**config.mk**
```make
export PLATFORM = sky130hd
export DESIGN_NAME = if_fetch_unit
export DESIGN_NICKNAME = d
export VERILOG_FILES = /design/src/rtl/if_fetch_unit.sv
export SDC_FILE = /design/constraint.sdc
export NUM_CORES = 1
export LEC_CHECK = 0
export ABC_AREA = 1
export CAP_MARGIN = 10
export CORE_MARGIN = 4
export CORE_UTILIZATION = 53
export DETAILED_ROUTE_END_ITERATION = 10
export HOLD_SLACK_MARGIN = 0.1
export MAX_ROUTING_LAYER = met4
export PLACE_DENSITY_LB_ADDON = 0.2
export SLEW_MARGIN = 25
export SYNTH_ARGS = -nofsm -noshare
export SYNTH_HDL_FRONTEND = slang
export SYNTH_SLANG_ARGS = --single-unit
```
**constraint.sdc**
```tcl
create_clock -name clk_IF -period 3.2 [get_ports clk_IF]
set_input_delay 0.48 -clock clk_IF [delete_from_list [all_inputs] [get_ports clk_IF]]
set_output_delay 0.48 -clock clk_IF [all_outputs]
set_load 0.05 [all_outputs]
```
**src/rtl/if_fetch_unit.sv**
```systemverilog
// if_fetch_unit: owns the PC, fetches over req/ack, applies redirects and stalls,
// and buffers one {PC, instruction, valid} entry for IF/ID, with a fetch watchdog.
module if_fetch_unit #(
  parameter logic [31:0] RESET_PC = 32'h0000_0000,
  parameter int          TIMEOUT  = 16,
  parameter logic [31:0] NOP_INST = 32'h0000_0013
) (
  input  logic        clk_IF,
  input  logic        rst_n_IF,
  input  logic        stall_IF,
  input  logic        redirect_IF,
  input  logic [31:0] redirect_PC_IF,
  output logic        imem_req,
  output logic [31:0] imem_addr,
  input  logic        imem_ack,
  input  logic [31:0] imem_rdata,
  output logic [31:0] PC_out_IF,
  output logic [31:0] inst_out_IF,
  output logic        valid_IF,
  output logic        fetch_err_IF
);
  typedef enum logic [1:0] {BOOT, FETCH, HALT} state_t;
  state_t      state_q, state_d;
  logic [31:0] pc_q, pc_d, pc_out_q, pc_out_d, inst_q, inst_d, wd_q, wd_d;
  logic        valid_q, valid_d, err_q, err_d;
  logic        can_accept, capture, consume;
  assign can_accept   = !valid_q || !stall_IF;
  assign imem_req     = (state_q == FETCH) && can_accept && !redirect_IF;
  assign imem_addr    = pc_q;
  assign capture      = imem_req && imem_ack;
  assign consume      = valid_q && !stall_IF;
  assign PC_out_IF    = pc_out_q;
  assign inst_out_IF  = inst_q;
  assign valid_IF     = valid_q;
  assign fetch_err_IF = err_q;
  always_comb begin
    state_d  = (state_q == BOOT) ? FETCH : state_q;
    pc_d     = pc_q;
    pc_out_d = pc_out_q;
    inst_d   = inst_q;
    valid_d  = valid_q;
    err_d    = err_q;
    wd_d     = imem_req ? wd_q : 32'd0;
    if (capture) begin
      pc_d     = pc_q + 32'd4;
      pc_out_d = pc_q;
      inst_d   = imem_rdata;
      valid_d  = 1'b1;
      wd_d     = 32'd0;
    end else if (consume) begin
      pc_out_d = 32'd0;
      inst_d   = NOP_INST;
      valid_d  = 1'b0;
    end
    // A stuck request counts toward the watchdog; reaching the limit parks fetch in HALT.
    if (TIMEOUT > 0 && imem_req && !imem_ack) begin
      wd_d = wd_q + 32'd1;
      if (wd_d == TIMEOUT) begin
        state_d = HALT;
        err_d   = 1'b1;
      end
    end
    if (redirect_IF) begin
      pc_d     = {redirect_PC_IF[31:2], 2'b00};
      pc_out_d = 32'd0;
      inst_d   = NOP_INST;
      valid_d  = 1'b0;
      err_d    = 1'b0;
      wd_d     = 32'd0;
      state_d  = FETCH;
    end
  end
  always_ff @(posedge clk_IF or negedge rst_n_IF) begin
    if (!rst_n_IF) begin
      state_q  <= BOOT;
      pc_q     <= RESET_PC;
      pc_out_q <= 32'd0;
      inst_q   <= NOP_INST;
      valid_q  <= 1'b0;
      err_q    <= 1'b0;
      wd_q     <= 32'd0;
    end else begin
      state_q  <= state_d;
      pc_q     <= pc_d;
      pc_out_q <= pc_out_d;
      inst_q   <= inst_d;
      valid_q  <= valid_d;
      err_q    <= err_d;
      wd_q     <= wd_d;
    end
  end
endmodule

```
=== After elaboration in Yosys (flattened, before gate mapping) ===
Cells that the tools add are included.

* Multiply operators: 0
* Muxes and demuxes: 22
* Divide/modulo/power cells: 0
* Shift-type cells: 0
* Reduce and logical (&&, ||, !) cells: 16
* Eq/ne operators: 3
* Bitwise operators: 0
* $add $sub $neg: 2
* $lt $le $gt $ge: 0

{| class="wikitable"
|+ Operators with widths
! kind !! count
|-
| 2-to-1 mux 32 bit || 12
|-
| adder 32 x 1 -> 32 bit, second input constant || 1
|-
| adder 32 x 3 -> 32 bit, second input constant || 1
|-
| == test 32 x 5 -> 1 bit, second input constant || 1
|-
| 2-to-1 mux 2 bit || 4
|-
| 2-to-1 mux 1 bit || 6
|-
| nonzero test 2 bit || 3
|-
| logical AND 1 bit || 5
|-
| logical NOT 1 bit || 4
|-
| != test 4 x 2 -> 1 bit, second input constant || 1
|-
| nonzero test 3 bit || 1
|-
| == test 2 x 1 -> 1 bit, second input constant || 1
|-
| logical NOT 2 bit || 1
|-
| AND reduction 2 bit || 1
|-
| logical OR 1 bit || 1
|}

* Bits in read-only memories: 0
* Output and inout bits: 99
* Bits in latches: 0
* RAM bits: 0
* Register bits: 132
* Logic and storage cells: 50
* Memories: 0

=== Depth between registers and ports, before layout ===
Gate-level depths: netlist of run 1.

* Depth after elaboration: 8
* Gate-level depth with buffers: 14

=== Least setup slack after synthesis of run 1 ===
No wires, ideal clock.

* Path type: register to register
* Start: register pc_q[3] (netlist: imem_addr[3])
* End: register pc_q[28] (netlist: imem_addr[28])
* Path buffers: 0
* Setup slack: 1,002 ps
* Stages on the path, launching flop included: 13
* Required time: 3,073 ps
* Data arrival time: 2,071 ps
* Cells stage by stage: dfrtp_1 -> ha_1 -> nand3_1 -> nor3_2 -> nand2_1 -> nor2_2 -> nand2_1 -> nor2_2 -> nand2_2 -> inv_2 -> nand3_1 -> nand3_1 -> nand3b_1

* Word-level cells in the longest chain between the ends: 3

{| class="wikitable"
|+ Ends and longest elaborated chain
! what !! RTL line !! RTL
|-
| start, declared || 24 || <nowiki>logic [31:0] pc_q, pc_d, pc_out_q, pc_out_d, inst_q, inst_d, wd_q, wd_d;</nowiki>
|-
| start signal, assigned || 84 || <nowiki>pc_q <= pc_d;</nowiki>
|-
| adder 32 x 3 -> 32 bit || 45 || <nowiki>pc_d = pc_q + 32'd4;</nowiki>
|-
| 2-to-1 mux 32 bit || 44 || <nowiki>if (capture) begin</nowiki>
|-
| 2-to-1 mux 32 bit || 63 || <nowiki>if (redirect_IF) begin</nowiki>
|}

Every way passes these cells. The select of a mux whose other input is x is not followed.
A chain may end at the register's enable or synchronous reset.

=== Final worst setup path of run 1 ===
* Start: input port stall_IF
* End: register pc_q[18] (netlist: imem_addr[18])

* Word-level cells in the longest chain between the ends: 6

{| class="wikitable"
|+ Ends and longest elaborated chain
! what !! RTL line !! RTL
|-
| start, declared || 10 || <nowiki>input logic stall_IF,</nowiki>
|-
| logical NOT 1 bit || 27 || <nowiki>assign can_accept = !valid_q || !stall_IF;</nowiki>
|-
| logical OR 1 bit || 27 ||
|-
| logical AND 1 bit (2 in series) || 28 || <nowiki>assign imem_req = (state_q == FETCH) && can_accept && !redirect_IF;</nowiki>
|-
| logical AND 1 bit || 30 || <nowiki>assign capture = imem_req && imem_ack;</nowiki>
|-
| nonzero test 2 bit (no line) || - ||
|}

Every way passes these cells.

==> run_results.csv, run 1 <==
group,metric,value,unit
sta,slew_violations,0,
yosys,mappedNetlistArea,6540,µm²
drt,postRouteAntennaNets,0,
yosys,synth_xor_area_frac,0.00536,
place,place_congestion,0.889,
place,port_buffers,163,
setup_path,path_cells,"clkdlybuf4s50_1, nand2_1, nand3_1, nor2_4, nand2_2, inv_4, buf_4, nand2_1, or3_1, o2111ai_1",
drt,wl_per_cell,16.5,µm
setup_path,rr_endpoint,"imem_addr[28]$_DFFE_PN0P_",
global_routing,grt_max_degree,71,
yosys,async_flop_share,1.00,
setup_path,end_kind,"flop",
floorplan,start_util,0.542,
yosys,syn_area_per_cell,8.34,µm²
global_routing,overflow,0,
global_routing,antenna_found_initial,0,
setup_path,slowest_stage,"buf_4",
cts,cts_sinks,129,
yosys,yosysUniqueCellTypes,43,
final_layout,area_delta_synth_final,36.6,%
yosys,netlist_top_cells_count,"225 x nand2_1, 126 x dfrtp_1, 74 x inv_1, 73 x nor2_1, 47 x o21ai_0",
cts,numCtsBuffers,17,
floorplan,rows,40,
yosys,synth_flop_cell,"dfrtp_1",
pwr,leakagePower,0.00399,µW
yosys,synth_edf_count,0,
cts,path_clk_slew,0.06,ns
flow_run,maxCapViolCount,0,
final_layout,seq_area,3230,µm²
sta,tns,0,ns
sta,setup_viol,0,
yosys,synth_warnings,0,
cts,clockBufferDepth,2,
setup_path,reg2reg_slack,0.94,ns
min_path,min_path_type,"in -> async",
setup_path,cp-startpoint,"stall_IF",
floorplan,ios,168,
drt,wl,18.6,mm
drt,drt-initial-drc-count,547,
drt,drc,0,
final_layout,multi_input_area,2870,µm²
global_routing,grt_use_total,0.275,
cts,cts_root_buf,"clkbuf_16",
drt,wl_met3,1.38,mm
sta,fmax,421,MHz
yosys,synth_top_area_frac,0.482,
setup_path,path_class,"in -> reg",
yosys,syn-instance-count,784,
sta,slew-limit-headroom,0.511,
drt,wl_met1,7.77,mm
drt,vias,6128,
sta,skew,0.00689,ns
setup_path,reg2reg_from,"imem_addr[2]$_DFFE_PN0P_",
sta,tightestPinTransition,0.734,ns
drt,firstDrtPassIters,5,
yosys,yosysSeqAreaShare,0.494,
final_layout,fillers,884,
yosys,yosysTopAreaCell,"dfrtp_1",
place,dpl.hpwl,13.2,mm
setup_path,cp_common_cell,"nand2_1",
run_status,status,"complete, no violations",
sta,layout_min_cycle_time,2.38,ns
yosys,yosysMostFrequentCell,"nand2_1",
global_routing,grt_first_pass_wirelength,30.5,mm
global_routing,grt_pass1_vias,6403,
cts,h-tree-depth,4,
setup_path,cp_max_fo,70,
yosys,synth_area_leaders,"dfrtp_1 48%, nand2_1 13%, inv_1 4.2%",
yosys,synth_top_family_by_area,"simple AND/OR/NAND/NOR gates",
setup_path,critPathArrivalTime,2.71,ns
setup_path,slowest_delay,0.58,ns
drt,via_per_inst,5.43,
yosys,synth_compound_area_frac,0.138,
cts,cts_hold_buf,0,
setup_path,cp-start-kind,"input pin",
sta,finalCritPeriodShare,0.743,
floorplan,die_y,119,µm
yosys,synthAdderAreaFrac,0.00383,
cts,clock_latency,0.42,ns
sta,rsz0062_at_grt,"false",
cts,post-cts-setup-buffers,0,
final_layout,nets,1019,
cts,cts_tree,"built",
sta,finalHoldViolCount,0,
yosys,synth-seq-cells,129,
pwr,irDropWorstVdd,0.000479,V
setup_path,r2r_cells,12,
cts,postCtsResizedCells,0,
pwr,power_density,543,nW/µm²
drt,maxUsedRoutingLayer,"met4",
yosys,synthMuxAreaShare,0,
floorplan,fp.dieW,119,µm
floorplan,design.die.area,14200,µm²
yosys,yosys.area_share.simple,0.290,
floorplan,core,12100,µm²
sta,hold_slack,0.0778,ns
final_layout,num_antenna_cells,0,
drt,wl_met2,9.04,mm
final_layout,drive_gt1_frac,0.0895,
setup_path,cp.required,3.53,ns
## how the worst max path moves through the flow
stage | to | cells past startpoint | slack, ns
4_1_cts | imem_addr[18]$_DFFE_PN0P_ | 10 | 0.83
3_3_place_gp | imem_addr[18]$_DFFE_PN0P_ | 10 | 0.50
3_5_place_dp | imem_addr[18]$_DFFE_PN0P_ | 10 | 0.42
6_report | imem_addr[18]$_DFFE_PN0P_ | 10 | 0.82
5_1_grt | imem_addr[18]$_DFFE_PN0P_ | 10 | 0.69
2_1_floorplan | imem_addr[28]$_DFFE_PN0P_ | 12 | 1.00
## cells in the final DEF (no fill, tap or decap), types with 3 or more instances in the layout
cell type / netlist / routed
a21oi_1: 23 / 23
a22o_1: 30 / 30
a31oi_1: 4 / 4
buf_12: 0 / 3
buf_4: 4 / 9
clkbuf_16: 0 / 17
clkdlybuf4s50_1: 0 / 161
clkinvlp_4: 0 / 5
dfrtp_1: 126 / 126
dfstp_2: 3 / 3
inv_1: 74 / 74
inv_2: 3 / 3
nand2_1: 225 / 225
nand2_2: 5 / 5
nand2_4: 5 / 5
nand3_1: 33 / 33
nand3_2: 3 / 3
nand3b_1: 20 / 20
nand4_1: 12 / 12
nor2_1: 73 / 73
nor2_2: 4 / 4
nor2_4: 12 / 12
nor3_1: 5 / 5
o2111ai_1: 6 / 6
o211ai_1: 7 / 7
o21ai_0: 47 / 47
o221ai_1: 6 / 6
o22a_1: 3 / 3
o31ai_1: 4 / 4
xor2_1: 4 / 4
## kinds of logic (layout without fill, tap and decap cells)
group	count (synthesis)	in the layout
XOR/XNOR	4	4
AO/OA/AOI/OAI	136	136
other	1	2
flip-flops	129	129
AND/OR/NAND/NOR	405	405
adder cells (fa/ha/maj)	2	2
buffers and inverters	107	283
## where the power goes
group | leakage, µW | total [µW] | internal (µW) | switching [µW]
Combinational | 0.00202 | 1080 | 363 | 713
Sequential | 0.00169 | 1850 | 1750 | 108
Clock | 0.000275 | 1920 | 1190 | 737
## through the flow
stage	cell area (µm²)	power [µW]	instances	setup slack, ns	utilization
after floorplan	6550	2500	785	1.00	-
after global placement	8350	2930	1097	0.499	0.692
after detailed placement	8350	2950	1097	0.422	0.692
after CTS	8940	4880	1129	0.825	0.741
after global routing	8940	5020	1129	0.692	0.741
final	8940	4850	1129	0.822	0.741
## metal layers
metal	vias to the layer above	GRT usage
li1	2918	-
met4	0	0.106
met2	255	0.436
met1	2914	0.337
met5	-	-
met3	41	0.0736
## flip-flops by register name, indices dropped and copies added, names as in the netlist
name,cells
inst_out_IF,32
wd_q,32
PC_out_IF,31
imem_addr,30
state_q,2
fetch_err_IF,1
valid_IF,1
## critical path: cells and delay by family
kind	cells	cell delay, ns
compound gates	1	0.08
buf+inv	3	1.15
simple gates	6	0.98
## final cells by class
type	count	share of cell area
Sequential cell	129	0.362
Multi-Input combinational cell	549	0.321
Timing Repair Buffer	173	0.195
Clock buffer	20	0.0511
Inverter	78	0.0330
Tap cell	168	0.0235
Clock inverter	12	0.0150
(Power assumes the default switching activity.)
==> run 2, diff against run 1 <==
CORE_UTILIZATION = 49   (was 53)
clock period = 2.35 ns   (was 3.2 ns; I/O delays follow)
==> run_results.csv, run 2 (synthesis gave the netlist of run 1 again) <==
group,metric,value,unit
global_routing,grt_first_pass_wirelength,28.2,mm
cts,cts_tree,"built",
min_path,min_from,"PC_out_IF[17]$_DFFE_PN0P_",
place,port_buffers,163,
setup_path,cp_max_fo,5,
cts,numCtsBuffers,17,
drt,wl,17.6,mm
drt,firstDrtPassIters,6,
floorplan,rows,41,
setup_path,rr_endpoint,"imem_addr[28]$_DFFE_PN0P_",
drt,vias,5899,
final_layout,final_area,8960,µm²
min_path,whs_endpoint,"PC_out_IF[17]$_DFFE_PN0P_",
sta,tightestPinTransition,0.587,ns
pwr,power_density,715,nW/µm²
cts,cts_sinks,129,
cts,cts_root_buf,"clkbuf_16",
flow_run,maxCapViolCount,0,
drt,wl_per_cell,15.5,µm
final_layout,most-common-layout-cells,"224 x nand2_1, 161 x clkdlybuf4s50_1, 126 x dfrtp_1",
drt,postRouteAntennaNets,0,
global_routing,grt_pass1_vias,5716,
floorplan,fp.dieW,124,µm
place,placed_area,8380,µm²
final_layout,layout_commonest_cell,"nand2_1",
sta,layout_min_cycle_time,2.14,ns
cts,clock_latency,0.42,ns
pwr,p_total,6400,µW
final_layout,num_antenna_cells,0,
floorplan,design.die.area,15300,µm²
setup_path,critPathArrivalTime,2.43,ns
setup_path,cp-start-kind,"flop",
final_layout,fillers,1043,
final_layout,drive_gt1_frac,0.0902,
sta,hold_slack,0.472,ns
floorplan,die_y,124,µm
final_layout,area_delta_synth_final,36.9,%
pwr,irDropWorstVdd,0.000541,V
place,pre_cts_ws,-0.0337,ns
sta,rsz0062_at_grt,"false",
cts,path_clk_slew,0.05,ns
sta,finalCritPeriodShare,0.909,
sta,skew,0.00730,ns
drt,drc,0,
drt,via_per_inst,5.19,
setup_path,reg2reg_from,"imem_addr[2]$_DFFE_PN0P_",
sta,layout_setup_ws,0.215,ns
final_layout,nets,1023,
run_status,status,"complete, no violations",
cts,clockBufferDepth,2,
place,dpl.hpwl,12.4,mm
sta,setup_viol,0,
floorplan,start_util,0.510,
drt,drt-initial-drc-count,424,
global_routing,antenna_found_initial,0,
global_routing,grt_use_total,0.246,
min_path,hold_depth,2,
sta,slew-limit-headroom,0.608,
setup_path,r2r_cells,12,
setup_path,path_class,"reg -> reg",
setup_path,end_kind,"flop",
pwr,leakagePower,0.00401,µW
final_layout,fin_util,0.698,
sta,fmax,468,MHz
floorplan,ios,168,
cts,h-tree-depth,4,
place,place_congestion,0.896,
global_routing,overflow,0,
min_path,min_path_type,"reg -> reg",
global_routing,grt_max_degree,71,
floorplan,core,12800,µm²
sta,slew_violations,0,
setup_path,cp.required,2.64,ns
sta,finalHoldViolCount,0,
setup_path,reg2reg_slack,0.21,ns
run 2: cell types whose count changed in the layout (fill, tap and decap cells not counted), moves of 2 or more:
cell,delta
clkinv_4,-2
clkinv_2,+2
clkinvlp_4,-4
clkbuf_8,+4
bufinv_16,-2
clkbuf_1,+3
run 2: what timing repair did:
action | CTS | global route
endpoints found under the hold margin | 55 | 0
gates resized for setup | 0 | 2
hold buffers | 1 | 0
setup endpoints to repair | 0 | 2
setup buffers | 0 | 1
run 2: area by class of cell:
cell class,count,area (µm²),area share
Sequential cell,129,3230,0.361
Multi-Input combinational cell,549,2880,0.321
Timing Repair Buffer,177,1790,0.200
Clock buffer,27,523,0.0584
Inverter,78,295,0.0330
Tap cell,172,215,0.0240
Clock inverter,5,27.5,0.00307
run 2: how the worst max path moves through the flow:
stage,startpoint,to,slack (ns),depth (start not counted)
after floorplan,imem_addr[3]$_DFFE_PN0P_,imem_addr[28]$_DFFE_PN0P_,0.15,12
after global placement,stall_IF,inst_out_IF[10]$_DFFE_PN0P_,0.02,11
after detailed placement,stall_IF,inst_out_IF[15]$_DFFE_PN0P_,-0.03,11
after CTS,imem_addr[2]$_DFFE_PN0P_,imem_addr[28]$_DFFE_PN0P_,0.17,12
after global routing,imem_addr[2]$_DFFE_PN0P_,imem_addr[28]$_DFFE_PN0P_,0.02,12
final,imem_addr[2]$_DFFE_PN0P_,imem_addr[28]$_DFFE_PN0P_,0.21,12
run 2: per-stage QoR:
stage / TNS, ns / cells
6_report: 0 / 1137
5_1_grt: 0 / 1137
4_1_cts: 0 / 1136
3_5_place_dp: -0.164 / 1103
3_3_place_gp: 0 / 1103
2_1_floorplan: 0 / 785
run 2: worst max-delay path, cell delays in order (launching register included):
cell and delay, ns:
dfrtp_1 0.41, ha_1 0.21, nand3_1 0.14, nor3_2 0.25, nand2_1 0.16, nor2_2 0.17
nand2_2 0.11, nor2_4 0.12, nand2_2 0.12, inv_2 0.10, nand3_1 0.08, nand3_1 0.08
nand3b_1 0.08
run 2: layer usage:
layer / vias up / part of all wire / GRT usage
met1: 2754 / 0.44 / 0.320
met2: 193 / 0.46 / 0.370
met3: 25 / 0.073 / 0.0755
li1: 2927 / - / -
met5: - / 0 / -
met4: 0 / 0.018 / 0.0789
run 2: report_power, final:
group          switching [µW]  internal (µW)
Combinational             958            500
Clock                     914           1510
Sequential                141           2380
==> run 3, diff against run 2 <==
CTS_CLUSTER_DIAMETER = 120   (was not set)
SKIP_CTS_REPAIR_TIMING = 1   (was not set)
==> run_results.csv, run 3 (synthesis gave the netlist of run 1 again) <==
group,metric,value,unit
setup_path,end_kind,"flop",
final_layout,area_delta_synth_final,36.9,%
cts,cts_sinks,129,
final_layout,num_antenna_cells,0,
cts,cts_tree,"built",
pwr,power_frac_comb,0.228,
drt,postRouteAntennaNets,0,
pwr,switching_share,0.314,
sta,finalCritPeriodShare,0.915,
pwr,leakagePower,0.00401,µW
setup_path,slowest_delay,0.41,ns
final_layout,drive_gt1_frac,0.0902,
floorplan,rows,41,
pwr,seqPwrFrac,0.394,
final_layout,layout_commonest_cell,"nand2_1",
min_path,min_path_type,"reg -> reg",
setup_path,worst-path-buf-inv,1,
global_routing,grt_first_pass_wirelength,28.2,mm
floorplan,core,12800,µm²
global_routing,overflow,0,
floorplan,fp.dieW,124,µm
pwr,irDropWorstVdd,0.000543,V
setup_path,cp-start-kind,"flop",
final_layout,seq_area,3230,µm²
global_routing,grt_pass1_vias,5716,
drt,drt-initial-drc-count,388,
cts,h-tree-depth,4,
drt,wl,17.7,mm
sta,layout_min_cycle_time,2.15,ns
cts,cts_root_buf,"clkbuf_16",
setup_path,path_cells,"ha_1, nand3_1, nor3_2, nand2_1, nor2_2, nand2_2, nor2_4, nand2_2, inv_2, nand3_1, nand3_1, nand3b_1",
final_layout,most-common-layout-cells,"224 x nand2_1, 161 x clkdlybuf4s50_1, 126 x dfrtp_1",
sta,setup_viol,0,
drt,vias,5906,
sta,skew,0.00892,ns
sta,layout_setup_ws,0.200,ns
sta,fmax,465,MHz
drt,drc,0,
pwr,p_total,6400,µW
pwr,netSwitchingPower,2010,µW
final_layout,fillers,1043,
sta,finalHoldViolCount,0,
sta,slew-limit-headroom,0.607,
final_layout,multi_input_area,2880,µm²
pwr,clkPwrFrac,0.378,
setup_path,cp_common_cell,"nand3_1",
cts,numCtsBuffers,17,
cts,clock_latency,0.42,ns
floorplan,die_y,124,µm
place,place_congestion,0.896,
place,port_buffers,163,
pwr,p_int,4390,µW
place,pre_cts_ws,-0.0337,ns
setup_path,slowest_stage,"dfrtp_1",
cts,path_clk_slew,0.05,ns
setup_path,path_delay_family,"simple AND/OR/NAND/NOR gates",
setup_path,critPathArrivalTime,2.44,ns
global_routing,grt_use_total,0.246,
floorplan,ios,168,
run_status,status,"complete, no violations",
sta,rsz0062_at_grt,"false",
floorplan,design.die.area,15300,µm²
sta,slew_violations,0,
drt,wl_per_cell,15.5,µm
final_layout,nets,1023,
sta,tightestPinTransition,0.588,ns
cts,clockBufferDepth,2,
setup_path,cp_max_fo,5,
setup_path,cp.required,2.64,ns
flow_run,maxCapViolCount,0,
pwr,power_density,715,nW/µm²
place,dpl.hpwl,12.4,mm
global_routing,antenna_found_initial,0,
drt,firstDrtPassIters,5,
global_routing,grt_max_degree,71,
setup_path,path_class,"reg -> reg",
floorplan,start_util,0.510,
drt,via_per_inst,5.19,
[run 3: through the flow]
step / setup TNS [ns] / hold WS (ns) / instance area [µm²] / instances / utilization
3_3_place_gp: 0 / 0.377 / 8380 / 1103 / 0.654
3_5_place_dp: -0.164 / 0.382 / 8380 / 1103 / 0.654
5_1_grt: 0 / 0.499 / 8960 / 1137 / 0.698
6_report: 0 / 0.472 / 8960 / 1137 / 0.698
2_1_floorplan: 0 / 0.0569 / 6550 / 785 / -
4_1_cts: 0 / -0.0568 / 8930 / 1135 / 0.696
[run 3: worst min-delay path, stage by stage, from the launching register on]
cell and delay, ns:
dfrtp_1 0.34, nand2_1 0.06, nand2_1 0.05
[run 3: layer usage]
layer  global-route usage  routed length, µm  vias up
li1                     -                  -     2928
met1                0.319               7880     2758
met2                0.370               8180      197
met5                    -                  0        -
met4               0.0789                305        0
met3               0.0759               1310       23
[run 3: layout make-up]
| type | instances | area share |
|---|---|---|
| Sequential cell | 129 | 0.361 |
| Multi-Input combinational cell | 549 | 0.321 |
| Timing Repair Buffer | 177 | 0.200 |
| Clock buffer | 27 | 0.0584 |
| Tap cell | 172 | 0.0240 |
| Inverter | 78 | 0.0330 |
| Clock inverter | 5 | 0.00307 |
[run 3: final timing paths]
path | start | to | slack [ns] | cells after the start
setup / recovery | imem_addr[2]$_DFFE_PN0P_ | imem_addr[28]$_DFFE_PN0P_ | 0.20 | 12
hold / removal | PC_out_IF[17]$_DFFE_PN0P_ | PC_out_IF[17]$_DFFE_PN0P_ | 0.47 | 2
setup reg to reg | imem_addr[2]$_DFFE_PN0P_ | imem_addr[28]$_DFFE_PN0P_ | 0.20 | 12
hold reg to reg | PC_out_IF[17]$_DFFE_PN0P_ | PC_out_IF[17]$_DFFE_PN0P_ | 0.47 | 2
max in group asynchronous | rst_n_IF | fetch_err_IF$_DFFE_PN0P_ | 1.20 | 3
min in group asynchronous | rst_n_IF | wd_q[21]$_DFFE_PN0P_ | 0.49 | 2
[run 3: power groups by stage]
stage,clock network [µW],logic (µW),registers (µW)
finish,2420,1460,2520
global route,2550,1540,2540
CTS,2460,1470,2520
detailed placement,0,1460,2550
global placement,0,1450,2550
floorplan,0,338,3070
